File: src/rtl/pll_lock_monitor_pkg.sv
// Shared types and sizing helpers for the PLL lock supervisor.
package pll_lock_monitor_pkg;

    typedef enum logic [2:0] {
        RESET_PLL,
        WAIT_LOCK,
        STABILIZE,
        LOCKED,
        FAILED
    } state_e;

    // One counter is shared by all timed states, so size it for the longest window.
    function automatic int cnt_width(input int rst_cycles, input int timeout,
                                     input int stable_cycles);
        int m;
        m = rst_cycles;
        if (timeout > m) m = timeout;
        if (stable_cycles > m) m = stable_cycles;
        return $clog2(m + 1);
    endfunction

endpackage

File: src/rtl/bit_sync.sv
// Two-flop synchroniser for a single asynchronous level signal.
module bit_sync (
    input  logic clk_i,
    input  logic rst_i,
    input  logic d_i,
    output logic q_o
);

    logic meta_q;
    logic sync_q;

    always_ff @(posedge clk_i) begin
        if (rst_i) begin
            meta_q <= 1'b0;
            sync_q <= 1'b0;
        end else begin
            meta_q <= d_i;
            sync_q <= meta_q;
        end
    end

    assign q_o = sync_q;

endmodule

File: src/rtl/pll_lock_monitor.sv
// PLL supervisor: pulses PLL reset, waits for lock with timeout and retries,
// and qualifies done_o only after lock has been stable for a full window.
module pll_lock_monitor
    import pll_lock_monitor_pkg::*;
#(
    parameter int RST_CYCLES    = 16,
    parameter int TIMEOUT       = 4096,
    parameter int STABLE_CYCLES = 256,
    parameter int MAX_RETRIES   = 3,
    parameter int LOSS_W        = 8
) (
    input  logic              clk_i,
    input  logic              rst_i,
    input  logic              pllLock_i,
    input  logic              retry_i,
    output logic              pllRst_o,
    output logic              done_o,
    output logic              error_o,
    output logic [LOSS_W-1:0] lossCnt_o
);

    localparam int CW = cnt_width(RST_CYCLES, TIMEOUT, STABLE_CYCLES);
    localparam int RW = (MAX_RETRIES < 2) ? 1 : $clog2(MAX_RETRIES + 1);

    localparam logic [CW-1:0] RST_LAST    = CW'(RST_CYCLES - 1);
    localparam logic [CW-1:0] TO_LAST     = CW'(TIMEOUT - 1);
    localparam logic [CW-1:0] STABLE_LAST = CW'(STABLE_CYCLES - 1);
    localparam logic [RW-1:0] RET_MAX     = RW'(MAX_RETRIES);

    logic lock_s;

    bit_sync u_lock_sync (
        .clk_i (clk_i),
        .rst_i (rst_i),
        .d_i   (pllLock_i),
        .q_o   (lock_s)
    );

    state_e            state_q,   state_d;
    logic [CW-1:0]     cnt_q,     cnt_d;
    logic [RW-1:0]     retries_q, retries_d;
    logic [LOSS_W-1:0] loss_q,    loss_d;
    logic              pll_rst_q, pll_rst_d;
    logic              done_q,    done_d;
    logic              error_q,   error_d;

    always_comb begin
        state_d   = state_q;
        cnt_d     = cnt_q;
        retries_d = retries_q;
        loss_d    = loss_q;
        unique case (state_q)
            RESET_PLL: begin
                if (cnt_q == RST_LAST) begin
                    state_d = WAIT_LOCK;
                    cnt_d   = '0;
                end else begin
                    cnt_d = cnt_q + 1'b1;
                end
            end
            WAIT_LOCK: begin
                // A lock seen on the last timeout cycle still wins.
                if (lock_s) begin
                    state_d = STABILIZE;
                    cnt_d   = '0;
                end else if (cnt_q == TO_LAST) begin
                    if (retries_q == RET_MAX) begin
                        state_d = FAILED;
                    end else begin
                        retries_d = retries_q + 1'b1;
                        state_d   = RESET_PLL;
                        cnt_d     = '0;
                    end
                end else begin
                    cnt_d = cnt_q + 1'b1;
                end
            end
            STABILIZE: begin
                if (!lock_s) begin
                    state_d = WAIT_LOCK;
                    cnt_d   = '0;
                end else if (cnt_q == STABLE_LAST) begin
                    state_d   = LOCKED;
                    retries_d = '0;
                end else begin
                    cnt_d = cnt_q + 1'b1;
                end
            end
            LOCKED: begin
                if (!lock_s) begin
                    state_d = RESET_PLL;
                    cnt_d   = '0;
                    if (loss_q != '1) loss_d = loss_q + 1'b1;
                end
            end
            FAILED: begin
                if (retry_i) begin
                    state_d   = RESET_PLL;
                    cnt_d     = '0;
                    retries_d = '0;
                end
            end
            default: begin
                state_d = RESET_PLL;
                cnt_d   = '0;
            end
        endcase

        // Outputs follow the next state so they change on the same edge as it.
        pll_rst_d = (state_d == RESET_PLL) || (state_d == FAILED);
        done_d    = (state_d == LOCKED);
        error_d   = (state_d == FAILED);
    end

    always_ff @(posedge clk_i) begin
        if (rst_i) begin
            state_q   <= RESET_PLL;
            cnt_q     <= '0;
            retries_q <= '0;
            loss_q    <= '0;
            pll_rst_q <= 1'b1;
            done_q    <= 1'b0;
            error_q   <= 1'b0;
        end else begin
            state_q   <= state_d;
            cnt_q     <= cnt_d;
            retries_q <= retries_d;
            loss_q    <= loss_d;
            pll_rst_q <= pll_rst_d;
            done_q    <= done_d;
            error_q   <= error_d;
        end
    end

    assign pllRst_o  = pll_rst_q;
    assign done_o    = done_q;
    assign error_o   = error_q;
    assign lossCnt_o = loss_q;

endmodule
File: config.mk
export PLATFORM = sky130hd
export DESIGN_NAME = pll_lock_monitor
export DESIGN_NICKNAME = d
export VERILOG_FILES = /design/src/rtl/pll_lock_monitor_pkg.sv /design/src/rtl/bit_sync.sv /design/src/rtl/pll_lock_monitor.sv
export SDC_FILE = /design/constraint.sdc
export NUM_CORES = 1
export LEC_CHECK = 0
export CORE_ASPECT_RATIO = 1.75
export CORE_MARGIN = 10
export CORE_UTILIZATION = 36
export CTS_CLUSTER_DIAMETER = 100
export CTS_CLUSTER_SIZE = 16
export DETAILED_ROUTE_END_ITERATION = 6
export HOLD_SLACK_MARGIN = 0.15
export PLACE_DENSITY = 0.55
export SLEW_MARGIN = 20
export SYNTH_ARGS = -nofsm -noshare
export SYNTH_HDL_FRONTEND = slang
export SYNTH_SLANG_ARGS = --single-unit
File: constraint.sdc
create_clock -name clk_i -period 4.42 [get_ports clk_i]
set_input_delay 0.884 -clock clk_i [delete_from_list [all_inputs] [get_ports clk_i]]
set_output_delay 0.884 -clock clk_i [all_outputs]
set_load 0.05 [all_outputs]
==> impl_results.md <==
* Clk_skew at 3.056 ps
* Met3 Resource Use GR at 3.911%
* GP Congestion at 0.7415
* Vias in the first global route at 1309
* PortBufs at 14
* Fin cells at 238
* Synth warn at 0
* CP max stage delay at 570 ps
* Detailed Routing Iterations Pass 1 at 4
* Initial Utilization at 37.11%
* Worst-path clk slew at 70 ps
* Seq/Total Area, Yosys at 40.29%
* Number of synthesized flops with an enable pin at 0
* Worst IR Drop VDD at 0.0002357 V
* All-layer global routing usage at 9.544%
* Reg power frac at 52.0%
* DR vias at 1282
* Row cnt at 31
* CTS root buffer: clkbuf_8
* Fin nets at 195
* Post-Place Cells at 230
* Final Total Pwr at 0.5504 mW
* Slew Limit Fails at 0
* Comb pwr share at 2.6%
* Post-CTS setup buffers at 0
* Max_cap viols at 0
* HPWL after DPL at 2.579 mm
* Crit path buffers/inverters at 0
* Antenna-violating nets left at 0
* Clock power share at 45.4%
* Wire length per cell at 14.50 um
* Global-route wire length before repair at 5.899 mm
* Post-layout util at 42.87%
* Crit path cell chain: ha_1, nand4_1, nor4_1, and3_1, or2b_2, o21ai_2, a21oi_1
* Hold Buf Count CTS at 0
* GRT met1 Usage at 8.679%
* Unique masters post-synth at 45
* Most frequent cells in the layout: dfxtp_1 (31), nor2_1 (27), clkdlybuf4s50_1 (14), xnor2_1 (13), nand2_1 (10)
* Crit path required time at 4630 ps
* I/O pin count at 15
* Fill cells at 423
* Worst-Skew Late Latency at 290 ps
* Initial DRC count at 100
* Worst Setup Start Kind: flop
* Setup_tns at 0 ps
* Post-synth top area cell: dfxtp_1
* CP Max Fanout at 15
* Largest net degree at the start of global routing at 18
* Number of remaining DRC errors at 0
* Crit path time final at 2541 ps
* Inserted Clock Buffers at 5
* Die area at 7398 um2
* TritonCTS clock tree: built
* Clock Path Buffers at 2
* Reg-to-reg setup timing slack at 1880 ps
* Fraction of registers with async set/reset at 0%
* NetSw at 0.1186 mW
* Status: finished clean
* # diodes at 0
* Pleak at 0.6424 nW
* Relative slew margins at 55.99%
* Max Clk Rate at 393.6 MHz
* Share of the synthesized area in the top cell type at 40.29%
* Cell Int Power at 0.4317 mW
* Post-Syn Area at 1540 um2
* Share of layout cells above drive strength 1 at 10.05%
* RSZ-0062 raised after global routing: false
* Yosys reg bits at 31
* Sw Share at 21.56%
* PostCTS Resize Cnt at 0
* Slowest library cell on the worst path: and3_1
* Net Count, Synth at 183
* Power Density at 309.3 nW/um2
* Avg Synthesized Cell Area at 8.751 um2
* Critical path class: flop to flop
* Most common cell after layout, fill and taps aside: dfxtp_1
* CP top delay family: simple AND/OR/NAND/NOR gates
* Layout area overhead at 15.52%
* Worst hold path type: flop to flop
* Vias per cell at 5.387
* Die Wd at 69.45 um
* WL final at 3.450 mm
* Final setup viols at 0
* Htree depth at 2
* Die height at 106.5 um
* Core area at 4150 um2
* GRT Max-Usage Layer: met2
* Tcrit/Tclk final at 57.49%
* Synth area leaders: dfxtp_1 (40%), xnor2_1 (7.4%), nor2_1 (6.6%)
* Synth Flop Type: dfxtp_1
* M2 GR Usage at 17.39%
* Final Hold Fails at 0
* Actual slew at the worst max-slew pin at 658.1 ps
* Gr ovfl total at 0
* Cells after Synth at 176
* Critical path endpoint category: flop
* Clock sink total at 31
* Critical path arrival at 2760 ps
* Antenna violations before repair at 0
[registers in the layout, indices dropped and copies added, names as in the netlist]
register	flops
cnt_q	13
done_o	1
error_o	1
lossCnt_o	8
pllRst_o	1
retries_q	2
state_q	3
u_lock_sync.meta_q	1
u_lock_sync.q_o	1
[power groups by stage]
| stage | combinational [mW] | clock, mW | sequential, mW |
|---|---|---|---|
| after global routing | 0.0167 | 0.265 | 0.286 |
| after floorplan | 0.0106 | 0 | 0.292 |
| after global placement | 0.0144 | 0 | 0.292 |
| after CTS | 0.0148 | 0.253 | 0.286 |
| final | 0.0146 | 0.250 | 0.286 |
| after detailed placement | 0.0149 | 0 | 0.292 |
[kinds of logic (layout without fill, tap and decap cells)]
group | Yosys count | after routing | share of synthesized area, %
AO/OA/AOI/OAI | 26 | 26 | 12.10
XOR/XNOR | 17 | 17 | 10.15
adder cells (fa/ha/maj) | 3 | 3 | 2.437
buffers and inverters | 13 | 26 | 5.036
flip-flops | 31 | 31 | 40.29
multiplexers | 2 | 2 | 1.381
AND/OR/NAND/NOR | 84 | 84 | 28.60
[final cells by class]
cell class                 count  area, um2  area share, %
multi-input combinational    132      842.1          47.33
sequential                    31      620.6          34.88
timing repair buffer          14      140.1          7.876
clock buffer                   8      100.1          5.626
tap                           49      61.31          3.446
inverter                       4      15.01         0.8439
[per-stage QoR]
stage               instance area [um2]  hold slack [ps]  setup slack [ps]
finish                             1779            442.5              1879
global route                       1779            473.0              1588
CTS                                1779            446.7              1824
detailed placement                 1679            431.9              1637
global placement                   1679            420.6              1711
floorplan                          1540            413.8              2287
[layer usage]
| metal | part of all wire [%] | wire length [um] | up-vias |
|---|---|---|---|
| li1 | - | - | 647 |
| met4 | 2.8 | 97 | 0 |
| met3 | 6.9 | 238 | 12 |
| met1 | 38 | 1325 | 593 |
| met2 | 52 | 1787 | 30 |
| met5 | 0 | 0 | - |
[cells in the mapped netlist, types with 2 or more instances]
library cell,number
a21oi_1,6
and2b_1,2
and2b_2,2
and3_1,3
clkbuf_1,5
clkbuf_8,2
dfxtp_1,31
ha_1,3
inv_1,4
nand2_1,10
nand3_1,9
nand4_1,4
nor2_1,27
nor2b_1,3
nor3_1,6
nor4_1,8
o211a_1,2
o211ai_1,2
o21ai_0,3
o21ai_1,2
o21ai_2,2
o41ai_1,2
or4_4,2
xnor2_1,13
xor2_1,3
[worst register-to-register path: cells and delay by family (launching register included)]
family	cells	cell delay, ps
AOI/OAI and AO/OA	2	330
adders and majority gates	1	210
DFF	1	410
and+or+nand+nor	4	1540
[final timing paths]
| path | start | end | depth (start not counted) |
|---|---|---|---|
| setup / recovery | cnt_q[0]$_SDFFE_PP0P_ | cnt_q[7]$_SDFFE_PP0P_ | 7 |
| hold / removal | u_lock_sync.meta_q$_SDFF_PP0_ | u_lock_sync.q_o$_SDFF_PP0_ | 1 |
| setup reg to reg | cnt_q[0]$_SDFFE_PP0P_ | cnt_q[7]$_SDFFE_PP0P_ | 7 |
| hold reg to reg | u_lock_sync.meta_q$_SDFF_PP0_ | u_lock_sync.q_o$_SDFF_PP0_ | 1 |
No activity file was read; power rests on OpenSTA's default activity.
